$ cat config.mk
export PLATFORM = sky130hd
export DESIGN_NAME = alu_sequencer_flat
export DESIGN_NICKNAME = d
export VERILOG_FILES = /design/src/rtl/alu_sequencer_if.sv /design/src/rtl/alu_sequencer.sv /design/src/flat_wrapper.sv
export SDC_FILE = /design/constraint.sdc
export NUM_CORES = 1
export LEC_CHECK = 0
export ABC_AREA = 1
export BUFFER_PORTS_ARGS = -buffer_cell sky130_fd_sc_hd__buf_4
export CORE_MARGIN = 8
export CORE_UTILIZATION = 46
export CTS_CLUSTER_SIZE = 10
export DETAILED_ROUTE_END_ITERATION = 7
export PLACE_DENSITY = 0.76
export SLEW_MARGIN = 15
export SYNTH_ARGS = -nofsm -noshare
export SYNTH_HDL_FRONTEND = slang
export SYNTH_SLANG_ARGS = --single-unit
export TNS_END_PERCENT = 1
$ cat constraint.sdc
create_clock -name clk -period 1.5 [get_ports clk]
set_input_delay 0.3 -clock clk [delete_from_list [all_inputs] [get_ports clk]]
set_output_delay 0.3 -clock clk [all_outputs]
set_load 0.03 [all_outputs]
$ cat src/rtl/alu_sequencer_if.sv
// Entry, ALU and result signals of the ALU operand sequencer.
// The master side feeds words, the ALU result and the acknowledge; the slave side is the sequencer.
interface alu_sequencer_if;
  logic [5:0] data_in;
  logic       in_valid;
  logic       in_ready;
  logic [5:0] x;
  logic [5:0] y;
  logic [3:0] fxn;
  logic [5:0] alu_answer;
  logic       alu_carry;
  logic       alu_o_flow;
  logic [5:0] result;
  logic       carry_out;
  logic       o_flow_out;
  logic       res_valid;
  logic       res_ack;
  logic [7:0] op_count;

  modport master (
    output data_in, in_valid, alu_answer, alu_carry, alu_o_flow, res_ack,
    input  in_ready, x, y, fxn, result, carry_out, o_flow_out, res_valid, op_count
  );

  modport slave (
    input  data_in, in_valid, alu_answer, alu_carry, alu_o_flow, res_ack,
    output in_ready, x, y, fxn, result, carry_out, o_flow_out, res_valid, op_count
  );
endinterface

$ cat src/rtl/alu_sequencer.sv
// Collects operand A, operand B and a function word, lets the ALU settle for
// EXEC_CYCLES cycles, captures its result and holds it until acknowledged.
module alu_sequencer #(
  parameter int unsigned EXEC_CYCLES = 1
) (
  input logic            clk,
  input logic            reset,
  alu_sequencer_if.slave bus
);

  typedef enum logic [2:0] {
    IDLE  = 3'd0,
    GOT_X = 3'd1,
    GOT_Y = 3'd2,
    EXEC  = 3'd3,
    DONE  = 3'd4
  } state_t;

  localparam logic [3:0] SETTLE_LOAD = 4'(EXEC_CYCLES - 1);

  state_t     state_r;
  logic [3:0] settle_r;
  logic       in_ready_r;
  logic [5:0] x_r;
  logic [5:0] y_r;
  logic [3:0] fxn_r;
  logic [5:0] result_r;
  logic       carry_r;
  logic       o_flow_r;
  logic       res_valid_r;
  logic [7:0] op_count_r;
  logic       accept_s;

  // in_ready_r is only ever high in the three entry states
  assign accept_s = bus.in_valid & in_ready_r;

  // Sequencer state machine with all outputs registered
  always_ff @(posedge clk or posedge reset) begin
    if (reset) begin
      state_r     <= IDLE;
      settle_r    <= 4'd0;
      in_ready_r  <= 1'b1;
      x_r         <= 6'd0;
      y_r         <= 6'd0;
      fxn_r       <= 4'd0;
      result_r    <= 6'd0;
      carry_r     <= 1'b0;
      o_flow_r    <= 1'b0;
      res_valid_r <= 1'b0;
      op_count_r  <= 8'd0;
    end else begin
      case (state_r)
        IDLE: begin
          if (accept_s) begin
            x_r     <= bus.data_in;
            state_r <= GOT_X;
          end
        end
        GOT_X: begin
          if (accept_s) begin
            y_r     <= bus.data_in;
            state_r <= GOT_Y;
          end
        end
        GOT_Y: begin
          if (accept_s) begin
            fxn_r      <= {1'b0, bus.data_in[2:0]};
            settle_r   <= SETTLE_LOAD;
            in_ready_r <= 1'b0;
            state_r    <= EXEC;
          end
        end
        EXEC: begin
          if (settle_r == 4'd0) begin
            result_r <= bus.alu_answer;
            carry_r  <= bus.alu_carry;
            o_flow_r <= bus.alu_o_flow;
            state_r  <= DONE;
          end else begin
            settle_r <= settle_r - 4'd1;
          end
        end
        DONE: begin
          // res_valid rises one cycle into DONE; only a seen result can be acknowledged
          if (!res_valid_r) begin
            res_valid_r <= 1'b1;
          end else if (bus.res_ack) begin
            op_count_r  <= op_count_r + 8'd1;
            res_valid_r <= 1'b0;
            in_ready_r  <= 1'b1;
            state_r     <= IDLE;
          end
        end
        default: begin
          state_r     <= IDLE;
          settle_r    <= 4'd0;
          in_ready_r  <= 1'b1;
          res_valid_r <= 1'b0;
        end
      endcase
    end
  end

  assign bus.in_ready   = in_ready_r;
  assign bus.x          = x_r;
  assign bus.y          = y_r;
  assign bus.fxn        = fxn_r;
  assign bus.result     = result_r;
  assign bus.carry_out  = carry_r;
  assign bus.o_flow_out = o_flow_r;
  assign bus.res_valid  = res_valid_r;
  assign bus.op_count   = op_count_r;

endmodule

$ cat src/flat_wrapper.sv
// flat-port wrapper written by rule: the top's interface ports become plain ports
module alu_sequencer_flat 
#(
  parameter int unsigned EXEC_CYCLES = 1
)
  (clk, reset, bus_data_in, bus_in_valid, bus_alu_answer, bus_alu_carry, bus_alu_o_flow, bus_res_ack, bus_in_ready, bus_x, bus_y, bus_fxn, bus_result, bus_carry_out, bus_o_flow_out, bus_res_valid, bus_op_count);
  alu_sequencer_if bus_i ();
  input logic clk;
  input logic reset;
  input wire logic [$bits(bus_i.data_in)-1:0] bus_data_in;
  input wire logic [$bits(bus_i.in_valid)-1:0] bus_in_valid;
  input wire logic [$bits(bus_i.alu_answer)-1:0] bus_alu_answer;
  input wire logic [$bits(bus_i.alu_carry)-1:0] bus_alu_carry;
  input wire logic [$bits(bus_i.alu_o_flow)-1:0] bus_alu_o_flow;
  input wire logic [$bits(bus_i.res_ack)-1:0] bus_res_ack;
  output wire logic [$bits(bus_i.in_ready)-1:0] bus_in_ready;
  output wire logic [$bits(bus_i.x)-1:0] bus_x;
  output wire logic [$bits(bus_i.y)-1:0] bus_y;
  output wire logic [$bits(bus_i.fxn)-1:0] bus_fxn;
  output wire logic [$bits(bus_i.result)-1:0] bus_result;
  output wire logic [$bits(bus_i.carry_out)-1:0] bus_carry_out;
  output wire logic [$bits(bus_i.o_flow_out)-1:0] bus_o_flow_out;
  output wire logic [$bits(bus_i.res_valid)-1:0] bus_res_valid;
  output wire logic [$bits(bus_i.op_count)-1:0] bus_op_count;
  assign bus_i.data_in = bus_data_in;
  assign bus_i.in_valid = bus_in_valid;
  assign bus_i.alu_answer = bus_alu_answer;
  assign bus_i.alu_carry = bus_alu_carry;
  assign bus_i.alu_o_flow = bus_alu_o_flow;
  assign bus_i.res_ack = bus_res_ack;
  assign bus_in_ready = bus_i.in_ready;
  assign bus_x = bus_i.x;
  assign bus_y = bus_i.y;
  assign bus_fxn = bus_i.fxn;
  assign bus_result = bus_i.result;
  assign bus_carry_out = bus_i.carry_out;
  assign bus_o_flow_out = bus_i.o_flow_out;
  assign bus_res_valid = bus_i.res_valid;
  assign bus_op_count = bus_i.op_count;
  alu_sequencer #(.EXEC_CYCLES(EXEC_CYCLES)) u_core (.clk(clk), .reset(reset), .bus(bus_i));
endmodule
======== After elaboration in Yosys (flattened, before gate mapping) ========
Cells that the tools add are included.
word-level totals
  bits in registers ....................... 40
  bits of input ports ..................... 18
  output and inout port bits .............. 34
  word-level logic and storage cells ...... 57
cells by class
  add/sub/neg operators ................... 2
  eq/ne operators ......................... 11
  mux-type cells .......................... 17
  bitwise gates (word level) .............. 3
  reductions and logical operators ........ 13
operator list
  cell                 number
  $mux 3               6
  $pmux 3 s5           1
  $pmux 4 s3           1
  $ne 2x1->1 const B   5
  $add 8x1->8 const B  1
  $mux 4               2
  $reduce_and 2->1     4
  $eq 3x2->1 const B   2
  $reduce_and 3->1     2
  $reduce_and 6->1     1
  $reduce_or 3->1      2
  $mux 1               5
  $logic_not 4->1      1
  $ne 2x2->1 const B   2
  $reduce_and 4->1     1
  $reduce_or 4->1      1
  $sub 4x1->4 const B  1
  $eq 3x1->1 const B   1
  $eq 3x3->1 const B   1
  $logic_not 3->1      1
  $pmux 1 s3           1
  $not 1->1            2
  $pmux 1 s2           1
  $and 1x1->1          1

======== Logic depth before layout (Yosys ltp) ========
Gate-level depths: netlist of the first run.
  word-level depth ........................ 4
  mapped depth ............................ 9
  mapped depth without buffers ............ 9

======== Least setup slack after synthesis of the first run ========
No wires, ideal clock.
  path type ............................... reg2reg
  from .................................... register u_core.settle_r[0]
  to ...................................... register u_core.settle_r[3]
  arrival ................................. 1326 ps
  data required time ...................... 1417 ps
  setup slack ............................. 91 ps
  stages on the path, launching flop included .. 9
  path through ............................ dfrtp_1 inv_1 ha_1 nand2_1 nor2_2 nand2_8 nand3b_4 nand2_1 o21ai_0
between the ends
  word-level cells in the longest chain between the ends .. 3
ends and longest elaborated chain
  item                                            line                                      source
  start: declaration                              alu_sequencer.sv:22                       logic [3:0] settle_r;
  start signal: assignment                        alu_sequencer.sv:80                       settle_r <= settle_r - 4'd1;
  $sub 4x1->4 or $logic_not 4->1 (tied branches)  alu_sequencer.sv:80, alu_sequencer.sv:74
  $mux 4 or $ne 2x2->1 (tied branches)            n/a
  $pmux 4 s3 or $reduce_and 3->1 (tied branches)  n/a
Parallel ways exist; a longest one is shown, timed or not. The select of a mux whose other input is x is not followed.
A chain may end at the register's enable or synchronous reset.

======== Worst setup path in the final report of the first run ========
  from .................................... register u_core.state_r[0]
  to ...................................... register u_core.op_count_r[5] (netlist: u_core.bus.op_count[5])
between the ends
  word-level cells in the longest chain between the ends .. 2
ends and longest elaborated chain
  item                        line                 source
  start: declaration          alu_sequencer.sv:21  state_t state_r;
  start signal: assignment    alu_sequencer.sv:40  state_r <= IDLE;
  start signal: assignment    alu_sequencer.sv:56  state_r <= GOT_X;
  start signal: assignment    alu_sequencer.sv:62  state_r <= GOT_Y;
  $eq 3x3->1                  alu_sequencer.sv:52  case (state_r)
  $reduce_and 3->1 (no line)  n/a
  end signal: assignment      alu_sequencer.sv:88  op_count_r <= op_count_r + 8'd1;
  end: declaration            alu_sequencer.sv:31  logic [7:0] op_count_r;
No other way between the ends.

==> results of run 1 <==
==> cell usage after synthesis <==
library cell / number
buf_6: 2
clkbuf_1: 2
nand3b_4: 1
buf_4: 1
nor2_1: 7
inv_1: 22
nor2_4: 2
xor2_1: 2
nand2_1: 71
xnor2_1: 6
conb_1: 1
dfstp_2: 1
o21a_1: 1
nor2_2: 3
clkbuf_8: 1
ha_1: 2
nand3_1: 21
o21ai_0: 22
nand4_1: 2
a21oi_1: 2
nand2_8: 1
dfrtp_1: 39
==> per-stage QoR <==
| step | area, µm² | std cells |
|---|---|---|
| detailed placement | 2310 | 313 |
| global placement | 2310 | 313 |
| global route | 2420 | 321 |
| CTS | 2400 | 321 |
| floorplan | 1850 | 212 |
| finish | 2420 | 321 |
==> timing repair <==
| action | CTS | global route |
|---|---|---|
| hold buffers | 0 | 0 |
| gates resized for setup | 0 | 5 |
| setup endpoints to repair | 0 | 11 |
==> kinds of logic (layout without fill, tap and decap cells) <==
kind of cell	count (synthesis)	after routing	synth area share
adder cells (fa/ha/maj)	2	2	0.0135
XOR/XNOR	8	8	0.0378
AO/OA/AOI/OAI	25	25	0.0688
other	1	1	0.00202
AND/OR/NAND/NOR	108	108	0.265
buffers and inverters	28	87	0.0722
flip-flops	40	40	0.540
==> placed cells by master (no fill, tap or decap), drive strengths merged <==
master  instances
nand3b          1
dfstp           1
buf            57
clkbuf          6
nor2           12
ha              2
conb            1
nand4           2
nand2          72
a21oi           2
nand3          21
o21ai          22
inv            22
dfrtp          39
xnor2           6
o21a            1
clkinv          2
xor2            2
==> layout make-up <==
cell class	count	area share
clock buffers	6	0.0342
well taps	50	0.0259
flip-flops and latches	40	0.415
clock inverters	2	0.00414
multi-input cells	144	0.305
inverters	22	0.0342
repair buffers	57	0.182
==> worst max-delay path: cells and delay by family (launching register included) <==
kind                      cells  cell delay, ns
and+or+nand+nor               4            0.66
DFF                           1            0.47
xor gates and xnor gates      1            0.14
==> routing by layer <==
layer	up-vias	track usage	routed length, µm	part of all wire
met5	-	0	0	0
met4	0	0.0444	48	0.012
met3	6	0.0495	219	0.054
met2	36	0.230	2010	0.50
met1	736	0.155	1770	0.44
li1	778	-	-	-
==> worst min-delay path by stage <==
stage             startpoint                          endpoint  slack [ns]  depth (start not counted)
2_1_floorplan  bus_alu_carry  u_core.bus.carry_out$_DFFE_PP0P_        0.44                          2
3_3_place_gp           reset     u_core.state_r[1]$_DFFE_PP0P_        0.39                          3
3_5_place_dp           reset     u_core.state_r[1]$_DFFE_PP0P_        0.39                          3
4_1_cts                reset     u_core.state_r[1]$_DFFE_PP0P_        0.07                          3
5_1_grt                reset  u_core.bus.result[0]$_DFFE_PP0P_        0.08                          3
6_report               reset  u_core.bus.result[0]$_DFFE_PP0P_        0.07                          3
==> power by group <==
| part | switching, W | total (W) | internal [W] |
|---|---|---|---|
| registers | 0.000320 | 0.00180 | 0.00148 |
| clock network | 0.000356 | 0.000723 | 0.000367 |
| logic | 0.00148 | 0.00238 | 0.000895 |
==> state kept, by name, summed over array words and instances, names as in the netlist <==
register               count
u_core.settle_r            4
u_core.bus.y               6
u_core.bus.carry_out       1
u_core.bus.x               6
u_core.bus.result          6
u_core.bus.o_flow_out      1
u_core.bus.in_ready        1
u_core.bus.fxn             3
u_core.state_r             3
u_core.bus.res_valid       1
u_core.bus.op_count        8
==> results.toml, run 1 <==
[power]
power_density_mw_per_mm2 = 2030
leak_nw = 1.31
power_w = 0.00490
power.ir.vdd_worst_mv = 1.11

[worst_setup_path]
setup.worst_path.class = "reg -> reg"
critical_path.startpoint_type = "flop"
worst_ep_required_time_ns = 1.67
critPathCapture = "u_core.bus.op_count[5]$_DFFE_PP0P_"
r2r.worst_path.cells = 5
ff2ff_setup_slack_ns = 0.11
worst_r2r_endpoint = "u_core.bus.op_count[5]$_DFFE_PP0P_"
cp_slowest_stage_delay_ns = 0.47
worstSetupStartpoint = "u_core.state_r[0]$_DFFE_PP0P_"
rr_startpoint = "u_core.state_r[0]$_DFFE_PP0P_"
setup.worst_path.end_class = "flop"
timing.critical_path.mode_cell = "nor2_4"
timing.critical_path.slowest_stage_cell = "dfrtp_1"
path_cells = "nor2_4 > nand2_1 > nor2_4 > nand3_1 > xnor2_1"
cp.arrival_ns = 1.56
crit_fanout = 10

[synthesis]
synth.largest_area_cell = "dfrtp_1"
synth_cell_type_count = 22
syn-num-nets = 232
synth_top_cells_by_area = "dfrtp_1 (53%), nand2_1 (14%), o21ai_0 (5.9%)"
syn_inst = 212
post-synth-top-area-fraction = 0.526
synth_area_mm2 = 0.00185
avgSynthCellArea_um2 = 8.75
synth_warnings = 0
synth.ff_latch_count = 40
synth-seq-area-share = 0.540

[drt]
wl_per_cell_um = 12.6
residual_drc = 0
drt_first_pass_iters = 4
post_drt_via_cell_ratio = 4.85
vias = 1556
antenna_left = 0
drt_first_iter_violations = 83
route.final.wire_length_um = 4050

[placed_design]
io_buffers = 50
detailedPlace.worstSlack_ns = 0.0740
gp_congestion = 0.827
dp_hpwl_um = 3110

[timing]
finalSetupViolations = 0
totalNegativeSetupSlack_ns = 0
fmaxAchievable_ghz = 0.717
skew_ns = 0.00599
layout_worst_path_cycle_share = 0.930
finalWorstSetupSlack_ns = 0.105
final_critical_path_time_including_i_o_delays_and_setup_ns = 1.39
finalMaxSlewViolations = 0
finalHoldWorstSlack_ns = 0.0688
finalHoldViolCount = 0
unrepaired_setup_endpoints_after_global_routing = "false"

[global_routing]
grt_overflow = 0
first_pass_grt_wire_length_um = 6870
initial_antenna_violation_count = 0
globalRouteTotalUtil = 0.136
maximum_number_of_pins_on_one_net_before_global_route_repair = 22
first_global_vias = 1552

[floorplan]
floorplan.core_area_mm2 = 0.00394
floorplan.rows = 23
fp.dieW_um = 79.5
initial_standard_cell_utilization_of_the_core = 0.470
design.portCount = 52
chipHeight_um = 79.5
die-area_mm2 = 0.00632

[clock_tree]
path_clk_slew_ns = 0.08
clock-root-buffer = "clkbuf_8"
cts_tree = "yes"
number_of_buffers_on_the_longest_clock_path = 2
ctsHtreeMaxLevel = 2
clkSinkCount = 40
cts_setup_buffers = 0
insertion_delay_ns = 0.29
number_of_clock_buffers_inserted_by_tritoncts = 5

[layout]
drive_above_1_share = 0.284
layout.core_utilization = 0.613
multi_input_comb_area_um2 = 736
layout.area.seq_mm2 = 0.00100
n_antenna_cell = 0
area_delta_synth_final_pct = 30.3
final_net_count = 290
fill_cells = 334

[run]
max_cap_violations = 0

[hold_path]
holdCritPathClass = "in -> async"

[run_status]
outcome = "completed"
Note: power is estimated with default switching activity, not from simulation.
==> run 2: changes to the inputs <==
Settings changed: CORE_UTILIZATION 46 to 45, PLACE_DENSITY 0.76 to 0.74.
==> run 2 against run 1 <==
Net effect:
- combinational power barely moved
- worst hold slack got worse by 0.0093 ns
- critical path depth did not move
- wire length fell by 2.0%
- die area rose by 1.8%
- fmax rose by 2.5%
- sequential power barely moved
- clock skew fell by 0.0021 ns
- first-iteration DRC count fell by 14%
- total power rose by 9.7%
- global-route usage fell by 0.89 points
- via count fell by 2.5%
- largest cell class unchanged
- largest power group unchanged
- highest routed layer unchanged
==> results.toml, run 2 (same netlist as run 1, synthesis figures left out) <==
[layout]
design_area_mm2 = 0.00249
flip_flop_count_of_the_largest_register_after_layout = 8
final_net_count = 291
n_antenna_cell = 0
layout_common_cells = "nand2_1 (71), buf_4 (57), dfrtp_1 (39)"
fill_cells = 356
final_common_cell = "nand2_1"
area_delta_synth_final_pct = 34.4
drive_above_1_share = 0.283

[clock_tree]
clock-root-buffer = "clkbuf_8"
cts_tree = "yes"
ctsHtreeMaxLevel = 2
number_of_clock_buffers_inserted_by_tritoncts = 5
clkSinkCount = 40
ctsHoldBuffers = 0
path_clk_slew_ns = 0.08
number_of_buffers_on_the_longest_clock_path = 2
insertion_delay_ns = 0.29

[global_routing]
maximum_number_of_pins_on_one_net_before_global_route_repair = 41
first_pass_grt_wire_length_um = 6590
grt_overflow = 0
globalRouteTotalUtil = 0.127
initial_antenna_violation_count = 0
first_global_vias = 1491

[worst_setup_path]
timing.critical_path.slowest_stage_cell = "dfrtp_1"
timing.critical_path.buf_inv = 0
crit_fanout = 10
cp_slowest_stage_delay_ns = 0.48
cp_top_family = "simple AND/OR/NAND/NOR gates"
worst_ep_required_time_ns = 1.67
setup.worst_path.end_class = "flop"
path_cells = "nor2_4 > nand2_1 > nor2_4 > nand3_1 > xnor2_1"
critical_path.startpoint_type = "flop"
setup.worst_path.class = "reg -> reg"
timing.critical_path.mode_cell = "nor2_4"
cp.arrival_ns = 1.54

[placed_design]
dp_hpwl_um = 2990
io_buffers = 50
gp_congestion = 0.825
post_dp_cell_area_mm2 = 0.00231

[floorplan]
floorplan.core_area_mm2 = 0.00397
chipHeight_um = 80.2
fp.dieW_um = 80.2
floorplan.rows = 23
initial_standard_cell_utilization_of_the_core = 0.467
die-area_mm2 = 0.00643
design.portCount = 52

[power]
power.ir.vdd_worst_mv = 1.35
power_density_mw_per_mm2 = 2160
leak_nw = 1.34

[timing]
fmaxAchievable_ghz = 0.734
layout_worst_path_cycle_share = 0.908
finalMaxSlewViolations = 0
skew_ns = 0.00391
unrepaired_setup_endpoints_after_global_routing = "false"
totalNegativeSetupSlack_ns = 0
finalHoldViolCount = 0
finalSetupViolations = 0
final_critical_path_time_including_i_o_delays_and_setup_ns = 1.36

[run]
max_cap_violations = 0

[drt]
drt_first_iter_violations = 71
post_drt_via_cell_ratio = 4.71
drt_first_pass_iters = 4
wl_per_cell_um = 12.3
route.final.wire_length_um = 3970
antenna_left = 0
vias = 1517
residual_drc = 0

[run_status]
outcome = "completed"

[hold_path]
holdCritPathClass = "in -> async"
-- run 2: per-stage QoR --
stage | power (W) | instances | util | hold slack [ns] | setup WS [ns]
floorplan | 0.00336 | 212 | - | 0.445 | 0.0912
global placement | 0.00415 | 314 | 0.583 | 0.380 | 0.101
detailed placement | 0.00421 | 314 | 0.583 | 0.381 | 0.0705
CTS | 0.00543 | 322 | 0.623 | 0.0620 | 0.0471
global route | 0.00576 | 322 | 0.628 | 0.0714 | 0.0120
finish | 0.00538 | 322 | 0.628 | 0.0594 | 0.139
-- run 2: worst min-delay path, delay by kind of cell --
kind / cells / cell delay [ns]
buf+inv: 3 / 0.42
-- run 2: final timing paths --
path | from | cells past startpoint | end | slack [ns]
max reg2reg | u_core.state_r[0]$_DFFE_PP0P_ | 5 | u_core.bus.op_count[4]$_DFFE_PP0P_ | 0.14
max | u_core.state_r[0]$_DFFE_PP0P_ | 5 | u_core.bus.op_count[4]$_DFFE_PP0P_ | 0.14
min | reset | 3 | u_core.bus.op_count[0]$_DFFE_PP0P_ | 0.06
min in group clk | bus_alu_answer[3] | 3 | u_core.bus.result[3]$_DFFE_PP0P_ | 0.24
min reg2reg | u_core.bus.result[2]$_DFFE_PP0P_ | 2 | u_core.bus.result[2]$_DFFE_PP0P_ | 0.48
max in group asynchronous | reset | 3 | u_core.bus.in_ready$_DFFE_PP1P_ | 1.19
-- run 2: where the power goes --
| group | total [W] | internal (W) | switching, W |
|---|---|---|---|
| clock network | 0.00120 | 0.000832 | 0.000372 |
| logic | 0.00239 | 0.000885 | 0.00151 |
| registers | 0.00178 | 0.00148 | 0.000303 |
-- run 2: final cells by class --
cell class	count	area (µm²)	area share
flip-flops and latches	40	1000	0.402
multi-input cells	144	738	0.296
repair buffers	58	448	0.180
clock inverters	3	90.1	0.0361
inverters	22	82.6	0.0331
clock buffers	5	68.8	0.0276
well taps	50	62.6	0.0251
-- run 2: per-layer routing --
layer  global-route usage  share of wire  up-vias
met2                0.194           0.47       45
met5                    0              0        -
met4               0.0309         0.0040        0
met1                0.159           0.45      688
li1                     -              -      782
met3               0.0592          0.074        2
-- run 2: timing repair --
item | 4_1_cts | 5_1_grt
endpoints found under the setup margin | 0 | 14
endpoints found under the hold margin | 0 | 0
setup buffers | 0 | 0
resized for setup | 0 | 5
==> run 3: changes to the inputs <==
Settings changed: ABC_AREA 1 to not set, MAX_ROUTING_LAYER set to met4, PLACE_DENSITY 0.74 to 0.75.
==> run 3 against run 2 <==
Net effect:
- die area decreased by 4.5%
- largest cell class unchanged
- setup slack got worse by 0.093 ns
- wire length is 3.7% higher
- sequential share of layout area is 0.95 points higher
- clock-buffer cell count increased by 1
- critical path type unchanged
- highest routed layer unchanged
- critical endpoint is now u_core.bus.y[0]$_DFFE_PP0P_
- via count down 13%
- total power fell by 27%
- synthesized area down 5.6%
==> results.toml, run 3 <==
[worst_setup_path]
worst_r2r_endpoint = "u_core.bus.y[0]$_DFFE_PP0P_"
rr_startpoint = "u_core.state_r[2]$_DFFE_PP0P_"
setup.worst_path.end_class = "flop"
crit_fanout = 6
cp.arrival_ns = 1.64
ff2ff_setup_slack_ns = 0.05
critical_path.startpoint_type = "flop"
setup.worst_path.class = "reg -> reg"
worst_ep_required_time_ns = 1.69
critPathCapture = "u_core.bus.y[0]$_DFFE_PP0P_"
r2r.worst_path.cells = 4
worstSetupStartpoint = "u_core.state_r[2]$_DFFE_PP0P_"

[layout]
area_delta_synth_final_pct = 39.5
final_common_cell = "buf_4"
drive_above_1_share = 0.489
layout.core_utilization = 0.662
flip_flop_count_of_the_largest_register_after_layout = 8
n_antenna_cell = 0
final_net_count = 238
layout_common_cells = "buf_4 (61), dfrtp_1 (37), nand2_1 (31)"

[synthesis]
synth_top_cells_by_area = "dfrtp_1 (56%), nand2_1 (6.9%), mux2_2 (6.4%)"
avgSynthCellArea_um2 = 11.5
synth_edf_count = 0
synth_cell_type_count = 36
synth_area_mm2 = 0.00175
post-synth-top-area-fraction = 0.558
syn_inst = 152
synth_top_cells_by_count = "dfrtp_1 (39), nand2_1 (32), mux2_2 (10)"
syn-num-nets = 172
most_frequently_used_flop_master_after_synthesis = "dfrtp_1"
synth.largest_area_cell = "dfrtp_1"
synth_warnings = 0
yosysMostFrequentCell = "dfrtp_1"
synth-seq-area-share = 0.573
async_flop_share = 1.00
synth.ff_latch_count = 40

[clock_tree]
path_clk_slew_ns = 0.08
clock-root-buffer = "clkbuf_8"
cts_tree = "yes"
clkSinkCount = 40
number_of_clock_buffers_inserted_by_tritoncts = 5
insertion_delay_ns = 0.30
ctsHtreeMaxLevel = 2
number_of_buffers_on_the_longest_clock_path = 2
ctsHoldBuffers = 0

[hold_path]
holdCritPathClass = "in -> async"

[power]
power.share.combinational = 0.397
power_switching_w = 0.00149
clock_power_share = 0.194
power_density_mw_per_mm2 = 1600
seq_power_share = 0.409
p_int_w = 0.00242
switching_share = 0.380
power.ir.vdd_worst_mv = 1.22
leak_nw = 1.21

[timing]
skew_ns = 0.00530
finalWorstSetupSlack_ns = 0.0457
finalHoldViolCount = 0
unrepaired_setup_endpoints_after_global_routing = "true"
fmaxAchievable_ghz = 0.688
finalHoldWorstSlack_ns = 0.0446
final_critical_path_time_including_i_o_delays_and_setup_ns = 1.45
totalNegativeSetupSlack_ns = 0
finalSetupViolations = 0
finalMaxSlewViolations = 0
layout_worst_path_cycle_share = 0.970

[floorplan]
die-area_mm2 = 0.00614
floorplan.core_area_mm2 = 0.00369
chipHeight_um = 78.4
fp.dieW_um = 78.4
initial_standard_cell_utilization_of_the_core = 0.475
design.portCount = 52
floorplan.rows = 22

[placed_design]
dp_hpwl_um = 3140
io_buffers = 50
detailedPlace.worstSlack_ns = -0.0529
gp_congestion = 0.956

[global_routing]
first_global_vias = 1413
globalRouteTotalUtil = 0.146
first_pass_grt_wire_length_um = 6920
grt_overflow = 0
maximum_number_of_pins_on_one_net_before_global_route_repair = 41
initial_antenna_violation_count = 0

[drt]
route.final.wire_length_um = 4120
wl_per_cell_um = 15.4
route.layer.met1.wl_um = 1620
met2_wire_length_um = 2280
route.top_layer_used = "met4"
residual_drc = 0
met3_length_um = 150
drt_first_pass_iters = 4
drt_first_iter_violations = 112
post_drt_via_cell_ratio = 4.96
vias = 1324
antenna_left = 0

[run]
max_cap_violations = 0

[run_status]
outcome = "completed"
-- run 3: cell types whose count changed in the layout (fill, tap and decap cells not counted), moves of 4 or more --
cell / change
nand2_1: -40
nand3_1: -20
inv_1: -18
o21ai_0: -15
mux2_2: +10
mux2_4: +6
buf_4: +4
-- run 3: final cells by class --
cell class,instances,area (µm²)
Fill cell,288,1250
Sequential cell,40,1000
Clock inverter,2,13.8
Tap cell,48,60.1
Timing Repair Buffer,65,512
Inverter,5,18.8
Clock buffer,6,82.6
Multi-Input combinational cell,101,749
-- run 3: kinds of logic (layout without fill, tap and decap cells) --
family                     after synthesis  after routing  share of synthesized area
adders and majority gates                2              2                     0.0143
and+or+nand+nor                         60             60                      0.177
other                                    1              1                    0.00214
DFF                                     40             40                      0.573
muxes                                   16             16                      0.116
buffers and inverters                   11             78                     0.0336
xor gates and xnor gates                 7              7                     0.0350
AOI/OAI and AO/OA                       15             15                     0.0500
-- run 3: metrics by stage --
stage                     cell area (µm²)  total power (W)  instances
final                                2440          0.00391        267
after detailed placement             2260          0.00308        258
after global routing                 2440          0.00410        267
after floorplan                      1750          0.00248        152
after global placement               2260          0.00301        258
after CTS                            2370          0.00386        266
-- run 3: how the worst min path moves through the flow --
stage | start | endpoint | slack [ns] | depth (start not counted)
floorplan | bus_alu_carry | u_core.bus.carry_out$_DFFE_PP0P_ | 0.41 | 2
global placement | reset | u_core.bus.x[4]$_DFFE_PP0P_ | 0.38 | 3
detailed placement | reset | u_core.bus.x[4]$_DFFE_PP0P_ | 0.39 | 3
CTS | reset | u_core.bus.x[4]$_DFFE_PP0P_ | 0.06 | 3
global route | reset | u_core.bus.y[5]$_DFFE_PP0P_ | 0.07 | 3
finish | reset | u_core.bus.y[5]$_DFFE_PP0P_ | 0.04 | 3
-- run 3: repair_timing --
action,4_1_cts,5_1_grt
resized for setup,3,19
setup buffers,0,1
cloned,0,0
pin swaps,0,1
endpoints found under the setup margin,25,34
-- run 3: critical path: stages, from the launching register on --
cell,delay (ns)
dfrtp_2,0.46
buf_6,0.14
nor4b_4,0.26
buf_6,0.18
mux2_4,0.30
-- run 3: power groups by stage --
stage | clock [W] | combinational (W) | sequential, W
2_1_floorplan | 0 | 0.000499 | 0.00198
3_3_place_gp | 0 | 0.00144 | 0.00157
3_5_place_dp | 0 | 0.00149 | 0.00159
4_1_cts | 0.000781 | 0.00149 | 0.00158
5_1_grt | 0.000810 | 0.00166 | 0.00164
6_report | 0.000760 | 0.00155 | 0.00160
-- run 3: layer usage --
layer  GRT usage  vias up
li1            -      641
met1       0.152      645
met2       0.252       32
met3      0.0467        6
met4      0.0556        0
met5           -        -
